File: config.mk
export PLATFORM = sky130hd
export DESIGN_NAME = stream_drive_sync
export DESIGN_NICKNAME = d
export VERILOG_FILES = /design/src/rtl/stream_sync_pkg.sv /design/src/rtl/sync_ff.sv /design/src/rtl/stream_drive_sync.sv
export SDC_FILE = /design/constraint.sdc
export NUM_CORES = 1
export LEC_CHECK = 0
export CAP_MARGIN = 10
export CORE_ASPECT_RATIO = 1.4
export CORE_MARGIN = 4
export CORE_UTILIZATION = 44
export CTS_CLUSTER_SIZE = 20
export DETAILED_ROUTE_END_ITERATION = 7
export PLACE_DENSITY = 0.7
export SYNTH_ARGS = -nofsm -noshare
export SYNTH_HDL_FRONTEND = slang
export SYNTH_HIERARCHICAL = 1
export SYNTH_SLANG_ARGS = --single-unit
File: constraint.sdc
create_clock -name clk -period 1.9 [get_ports clk]
set_input_delay 0.285 -clock clk [delete_from_list [all_inputs] [get_ports clk]]
set_output_delay 0.285 -clock clk [all_outputs]
set_load 0.005 [all_outputs]
File: src/rtl/stream_sync_pkg.sv
// Shared types and default constants for the stream_drive_sync block.
package stream_sync_pkg;

  typedef enum logic [1:0] {
    ST_IDLE     = 2'd0,
    ST_BUSY     = 2'd1,
    ST_FREE     = 2'd2,
    ST_WAIT_LOW = 2'd3
  } state_e;

  localparam int unsigned DEF_SYNC_STAGES    = 2;
  localparam int unsigned DEF_SERVICE_CYCLES = 4;
  localparam int unsigned DEF_FREE_WIDTH     = 3;
  localparam int unsigned DEF_CNT_W          = 16;

  // Width of the shared BUSY/FREE down-counter (service time up to 255).
  localparam int unsigned TMR_W = 8;

endpackage

File: src/rtl/sync_ff.sv
// Multi-flop synchronizer for a single asynchronous bit.
module sync_ff #(
  parameter int STAGES = 2
) (
  input  logic clk,
  input  logic rst_n,
  input  logic d,
  output logic q
);

  logic [STAGES-1:0] sync_q;
  logic [STAGES-1:0] sync_d;

  // Shift the raw input one stage deeper each clock.
  always_comb begin
    sync_d = {sync_q[STAGES-2:0], d};
  end

  // Synchronizer chain register, cleared asynchronously.
  always_ff @(posedge clk or negedge rst_n) begin
    if (!rst_n) sync_q <= '0;
    else        sync_q <= sync_d;
  end

  assign q = sync_q[STAGES-1];

endmodule

File: src/rtl/stream_drive_sync.sv
// Request sink for a 2-way mutex merge: synchronizes i_drive, accepts one
// request per rising edge, holds BUSY for SERVICE_CYCLES, then pulses o_free
// for FREE_WIDTH cycles and waits for the request to drop.
// Optional overrun detection is compiled in with STREAM_DRIVE_SYNC_OVF_EN.
module stream_drive_sync
  import stream_sync_pkg::*;
#(
  parameter int unsigned SYNC_STAGES    = DEF_SYNC_STAGES,
  parameter int unsigned SERVICE_CYCLES = DEF_SERVICE_CYCLES,
  parameter int unsigned FREE_WIDTH     = DEF_FREE_WIDTH,
  parameter int unsigned CNT_W          = DEF_CNT_W
) (
  input  logic             clk,
  input  logic             rst,
  input  logic             i_drive,
  output logic             o_free,
  output logic             o_start,
  output logic             o_busy,
  output logic [CNT_W-1:0] o_evt_cnt,
  input  logic             i_clr_ovf,
  output logic             o_overrun
);

  logic             drive_sync;
  logic             prev_q, prev_d;
  logic             rise;
  state_e           state_q, state_d;
  logic [TMR_W-1:0] tmr_q, tmr_d;
  logic             start_q, start_d;
  logic             busy_q, busy_d;
  logic             free_q, free_d;
  logic [CNT_W-1:0] evt_cnt_q, evt_cnt_d;

  sync_ff #(
    .STAGES(SYNC_STAGES)
  ) u_sync (
    .clk  (clk),
    .rst_n(rst),
    .d    (i_drive),
    .q    (drive_sync)
  );

  // Edge detection, next-state logic and registered output decode.
  always_comb begin
    prev_d    = drive_sync;
    rise      = drive_sync & ~prev_q;
    state_d   = state_q;
    tmr_d     = tmr_q;
    start_d   = 1'b0;
    evt_cnt_d = evt_cnt_q;
    case (state_q)
      ST_IDLE: begin
        if (rise) begin
          state_d   = ST_BUSY;
          tmr_d     = TMR_W'(SERVICE_CYCLES - 1);
          start_d   = 1'b1;
          evt_cnt_d = evt_cnt_q + CNT_W'(1);
        end
      end
      ST_BUSY: begin
        if (tmr_q == '0) begin
          state_d = ST_FREE;
          tmr_d   = TMR_W'(FREE_WIDTH - 1);
        end else begin
          tmr_d = tmr_q - TMR_W'(1);
        end
      end
      ST_FREE: begin
        if (tmr_q == '0) begin
          // If the request already dropped during FREE, the low phase has
          // been seen and WAIT_LOW would only cost a cycle; skipping it keeps
          // minimum-spaced requests from landing on a non-IDLE state.
          state_d = drive_sync ? ST_WAIT_LOW : ST_IDLE;
        end else begin
          tmr_d = tmr_q - TMR_W'(1);
        end
      end
      ST_WAIT_LOW: begin
        if (!drive_sync) state_d = ST_IDLE;
      end
      default: state_d = ST_IDLE;
    endcase
    busy_d = (state_d == ST_BUSY);
    free_d = (state_d == ST_FREE);
  end

  // Control and output registers, all cleared asynchronously.
  always_ff @(posedge clk or negedge rst) begin
    if (!rst) begin
      prev_q    <= 1'b0;
      state_q   <= ST_IDLE;
      tmr_q     <= '0;
      start_q   <= 1'b0;
      busy_q    <= 1'b0;
      free_q    <= 1'b0;
      evt_cnt_q <= '0;
    end else begin
      prev_q    <= prev_d;
      state_q   <= state_d;
      tmr_q     <= tmr_d;
      start_q   <= start_d;
      busy_q    <= busy_d;
      free_q    <= free_d;
      evt_cnt_q <= evt_cnt_d;
    end
  end

  assign o_start   = start_q;
  assign o_busy    = busy_q;
  assign o_free    = free_q;
  assign o_evt_cnt = evt_cnt_q;

`ifdef STREAM_DRIVE_SYNC_OVF_EN
  logic overrun_q, overrun_d;

  // Sticky overrun: an edge outside IDLE sets it; set beats clear.
  always_comb begin
    overrun_d = overrun_q;
    if (i_clr_ovf) overrun_d = 1'b0;
    if (rise && (state_q != ST_IDLE)) overrun_d = 1'b1;
  end

  // Overrun flag register.
  always_ff @(posedge clk or negedge rst) begin
    if (!rst) overrun_q <= 1'b0;
    else      overrun_q <= overrun_d;
  end

  assign o_overrun = overrun_q;
`else
  logic unused_clr_ovf;
  assign unused_clr_ovf = i_clr_ovf;
  assign o_overrun      = 1'b0;
`endif

endmodule

==> metrics.txt <==
# TYPE chip_impl_metric gauge
chip_impl_metric{name="synth_fp_nets",unit=""} 158
chip_impl_metric{name="drtAntennaViolNets",unit=""} 0
chip_impl_metric{name="die_width",unit="um"} 58.67
chip_impl_metric{name="synth.yosys.seq_area_share",unit="%"} 50.63
chip_impl_metric{name="postSynth.asyncResetShare",unit="%"} 100.0
chip_impl_metric{name="ir_worst_vdd",unit="uV"} 792.4
chip_impl_metric{name="final.min_clock_period",unit="ps"} 1991
chip_impl_metric{name="avgSynthCellArea",unit="um^2"} 10.76
chip_impl_metric{name="postSynthRegisterBits",unit=""} 32
chip_impl_metric{name="total_leakage_power",unit="uW"} 0.0009931
chip_impl_metric{name="floorplan.core_area",unit="um^2"} 3410
chip_impl_metric{name="dpl_cell_area",unit="um^2"} 1998
chip_impl_metric{name="fin_hold_ws",unit="ps"} 370.2
chip_impl_metric{name="total_grt_usage",unit="%"} 18.35
chip_impl_metric{name="rows",unit=""} 25
chip_impl_metric{name="globalRouteOverflowTotal",unit=""} 0
chip_impl_metric{name="skew",unit="ps"} 3.246
chip_impl_metric{name="reg2regPathDepth",unit=""} 4
chip_impl_metric{name="dieArea",unit="um^2"} 4631
chip_impl_info{name="min_to",value="u_sync/sync_q[1]"} 1
chip_impl_metric{name="r2r_slack",unit="ps"} -90
chip_impl_info{name="worstSetupStartpointType",value="register"} 1
chip_impl_info{name="clock_tree_from_tritoncts",value="built"} 1
chip_impl_metric{name="postLayoutCellArea",unit="um^2"} 2192
chip_impl_metric{name="summed_instance_area_of_the_synthesized_netlist",unit="um^2"} 1582
chip_impl_metric{name="synth_edf_count",unit=""} 0
chip_impl_metric{name="critPathRequiredTime",unit="ps"} 2110
chip_impl_info{name="outcome",value="finished, violations left"} 1
chip_impl_metric{name="finalNetCount",unit=""} 207
chip_impl_metric{name="vias_per_instance",unit=""} 5.511
chip_impl_metric{name="post-route-worst-setup-slack",unit="ps"} -90.59
chip_impl_info{name="largest_family_of_logic_cells_by_synthesized_area",value="simple AND/OR/NAND/NOR gates"} 1
chip_impl_info{name="timing.critical_path.cells",value="or4_4 > or4_4 > or4_4 > a21oi_2"} 1
chip_impl_metric{name="antenna_found_initial",unit=""} 0
chip_impl_metric{name="wirelength",unit="mm"} 3.742
chip_impl_metric{name="synthesis.instances",unit=""} 147
chip_impl_metric{name="synth-adder-area-share",unit="%"} 5.538
chip_impl_info{name="timing.hold.worst.start",value="u_sync/sync_q[0]"} 1
chip_impl_metric{name="power.density",unit="nW/um^2"} 1375
chip_impl_metric{name="worst_path_largest_cell_delay",unit="ps"} 550
chip_impl_metric{name="routed-via-count",unit=""} 1306
chip_impl_metric{name="timing.max_cap.violations",unit=""} 0
chip_impl_metric{name="simple_gate_fraction_of_synth_area",unit="%"} 19.07
chip_impl_metric{name="floorplan.io_pins",unit=""} 24
chip_impl_metric{name="dpl_worst_slack",unit="ps"} -106.2
chip_impl_metric{name="drive_above_1_share",unit="%"} 29.95
chip_impl_metric{name="hpwlAfterDp",unit="mm"} 2.562
chip_impl_metric{name="drtPass1Iterations",unit=""} 4
chip_impl_metric{name="crit_arrival",unit="ps"} 2200
chip_impl_metric{name="timing_hold_violations_final",unit=""} 0
chip_impl_info{name="grt_setup_unrepaired",value="true"} 1
chip_impl_metric{name="timing.critical_path.fanout_max",unit=""} 3
chip_impl_metric{name="grt_pass1_wl",unit="mm"} 6.320
chip_impl_metric{name="finalWeightedCongestion",unit=""} 0.7808
chip_impl_metric{name="dieHeight",unit="um"} 78.94
chip_impl_metric{name="total_power",unit="uW"} 3013
chip_impl_metric{name="ys.warnings.count",unit=""} 6
chip_impl_metric{name="place.port_buffers",unit=""} 21
chip_impl_metric{name="maximum_number_of_pins_on_one_net_before_global_route_repair",unit=""} 33
chip_impl_metric{name="fillCellCount",unit=""} 280
chip_impl_metric{name="ctsLongestPathBuffers",unit=""} 2
chip_impl_metric{name="cts_max_level",unit=""} 2
chip_impl_metric{name="worst_hold_path.num_cells",unit=""} 0
chip_impl_info{name="cp_slowest_cell",value="or4_4"} 1
chip_impl_metric{name="netlist-cell-type-count",unit=""} 37
chip_impl_metric{name="timing.fmax",unit="MHz"} 502.4
chip_impl_metric{name="synth-compound-area-share",unit="%"} 11.63
chip_impl_metric{name="synthMuxAreaShare",unit="%"} 1.424
chip_impl_info{name="crit_path_end_kind",value="register"} 1
chip_impl_info{name="critical_path_class",value="register to register"} 1
chip_impl_metric{name="clock_insertion_delay_worst_skew",unit="ps"} 280
chip_impl_metric{name="timing.final.setup_violations",unit=""} 3
chip_impl_info{name="synthFlopType",value="dfrtp_1"} 1
chip_impl_metric{name="finalCritPeriodShare",unit="%"} 104.8
chip_impl_info{name="failed_checks",value="negative setup slack"} 1
chip_impl_info{name="crit-reg2reg-launch",value="tmr_q[2]"} 1
chip_impl_metric{name="grt_pass1_vias",unit=""} 1391
chip_impl_metric{name="total_cts_buffers",unit=""} 5
chip_impl_metric{name="detail_route.drc_violations",unit=""} 0
chip_impl_metric{name="cts.clk_slew.worst_paths",unit="ps"} 70
chip_impl_metric{name="dr.first_iter.drc_count",unit=""} 26
chip_impl_metric{name="final_max_slew_viol_count",unit=""} 0
chip_impl_metric{name="insertedDiodeCount",unit=""} 0
chip_impl_info{name="critical_path.most_common_cell",value="or4_4"} 1
chip_impl_metric{name="final_util",unit="%"} 64.29
chip_impl_metric{name="cts.sinks",unit=""} 32
chip_impl_metric{name="initial_core_utilization",unit="%"} 46.39
chip_impl_info{name="reg2reg_to",value="tmr_q[7]"} 1
chip_impl_metric{name="wire_per_inst",unit="um"} 15.79
chip_impl_info{name="hold_path_class",value="register to register"} 1
chip_impl_metric{name="xor_and_xnor_area_share_after_synthesis",unit="%"} 8.307
chip_impl_metric{name="area_growth",unit="%"} 38.61
chip_impl_info{name="clockRootBuffer",value="clkbuf_8"} 1
==> cell usage after synthesis (all sizes together) (3+ instances only) <==
master,n,area (um^2)
xnor2,12,105.1
o31ai,5,37.54
nor2,5,18.77
buf,3,20.01
nor4,3,18.77
dfrtp,32,800.8
ha,7,87.58
nor3,3,15.01
or4,8,66.32
nand3,3,15.01
nand2,15,56.30
a21oi,11,55.05
nand4,4,25.02
xor2,3,26.28
and3,4,25.02
inv,8,30.03
==> repair_timing <==
| action | CTS | global route |
|---|---|---|
| hold buffers | 0 | 0 |
| pin swaps | 2 | 1 |
| gates cloned | 0 | 0 |
| endpoints found under the setup margin | 9 | 10 |
| gates resized for setup | 6 | 9 |
| endpoints found under the hold margin | 0 | 0 |
| setup buffers | 2 | 3 |
==> cells by family (layout without fill, tap and decap cells) <==
group | count (synthesis) | in the layout
compound gates | 27 | 27
xor+xnor | 15 | 15
fa+ha+maj | 7 | 7
buf+inv | 11 | 61
flops | 32 | 32
mux | 2 | 2
other cells | 1 | 1
simple gates | 52 | 52
==> layout by cell type, fill, tap and decap left out, types with 4 or more instances in the layout <==
master,count
xnor2_1,12
ha_1,5
dfrtp_1,32
clkbuf_8,6
inv_1,6
a21oi_2,4
a21oi_1,7
nand2_1,15
nor2_1,5
o31ai_1,5
nand4_1,4
buf_4,24
clkdlybuf4s50_1,21
==> cell type report <==
cell class / instances / area (um^2) / area share, %
tap: 40 / 50.05 / 2.283
sequential: 32 / 800.8 / 36.53
inverter: 8 / 30.03 / 1.370
multi-input combinational: 104 / 828.3 / 37.79
timing repair buffer: 45 / 390.4 / 17.81
clock buffer: 6 / 82.58 / 3.767
clock inverter: 2 / 10.01 / 0.4566
==> where the power goes <==
part,switching [uW],internal [uW],total [uW],leakage [uW]
logic,681,796,1480,0.000521
clock network,256,289,544,0.0000510
registers,157,834,991,0.000421
total,1090,1920,3010,0.000993
==> sequential cells by signal, summed over array words and instances, names as in the netlist <==
register       count
o_busy             1
prev_q             1
o_free             1
o_start            1
u_sync/sync_q      2
o_evt_cnt         16
tmr_q              8
state_q            2
==> how the worst max path moves through the flow <==
stage,slack [ps],endpoint,cells after the start,from
floorplan,-50,tmr_q[7],4,tmr_q[2]
global placement,-60,tmr_q[7],4,tmr_q[2]
detailed placement,-110,tmr_q[5],6,state_q[1]
CTS,-90,tmr_q[7],4,tmr_q[2]
global route,-150,tmr_q[7],4,tmr_q[2]
finish,-90,tmr_q[7],4,tmr_q[2]
==> through the flow <==
step           setup TNS, ps  std cells
3_5_place_dp          -394.4        224
2_1_floorplan         -98.68        147
6_report              -152.0        237
3_3_place_gp          -136.1        224
5_1_grt               -648.8        237
4_1_cts               -154.9        234
==> critical path, delay by kind of cell (launching register included) <==
family	cells	cell delay [ps]
compound gates	1	130
flops	1	390
simple gates	3	1400
==> per-layer routing <==
metal	up-vias	wire (um)	part of all wire, %	track usage [%]
met2	22	2051	55	31.10
met5	-	0	0	0
met4	0	99	2.6	12.02
met3	8	107	2.9	5.691
met1	651	1483	40	18.96
li1	625	-	-	-
No activity file was read; power rests on OpenSTA's default activity.
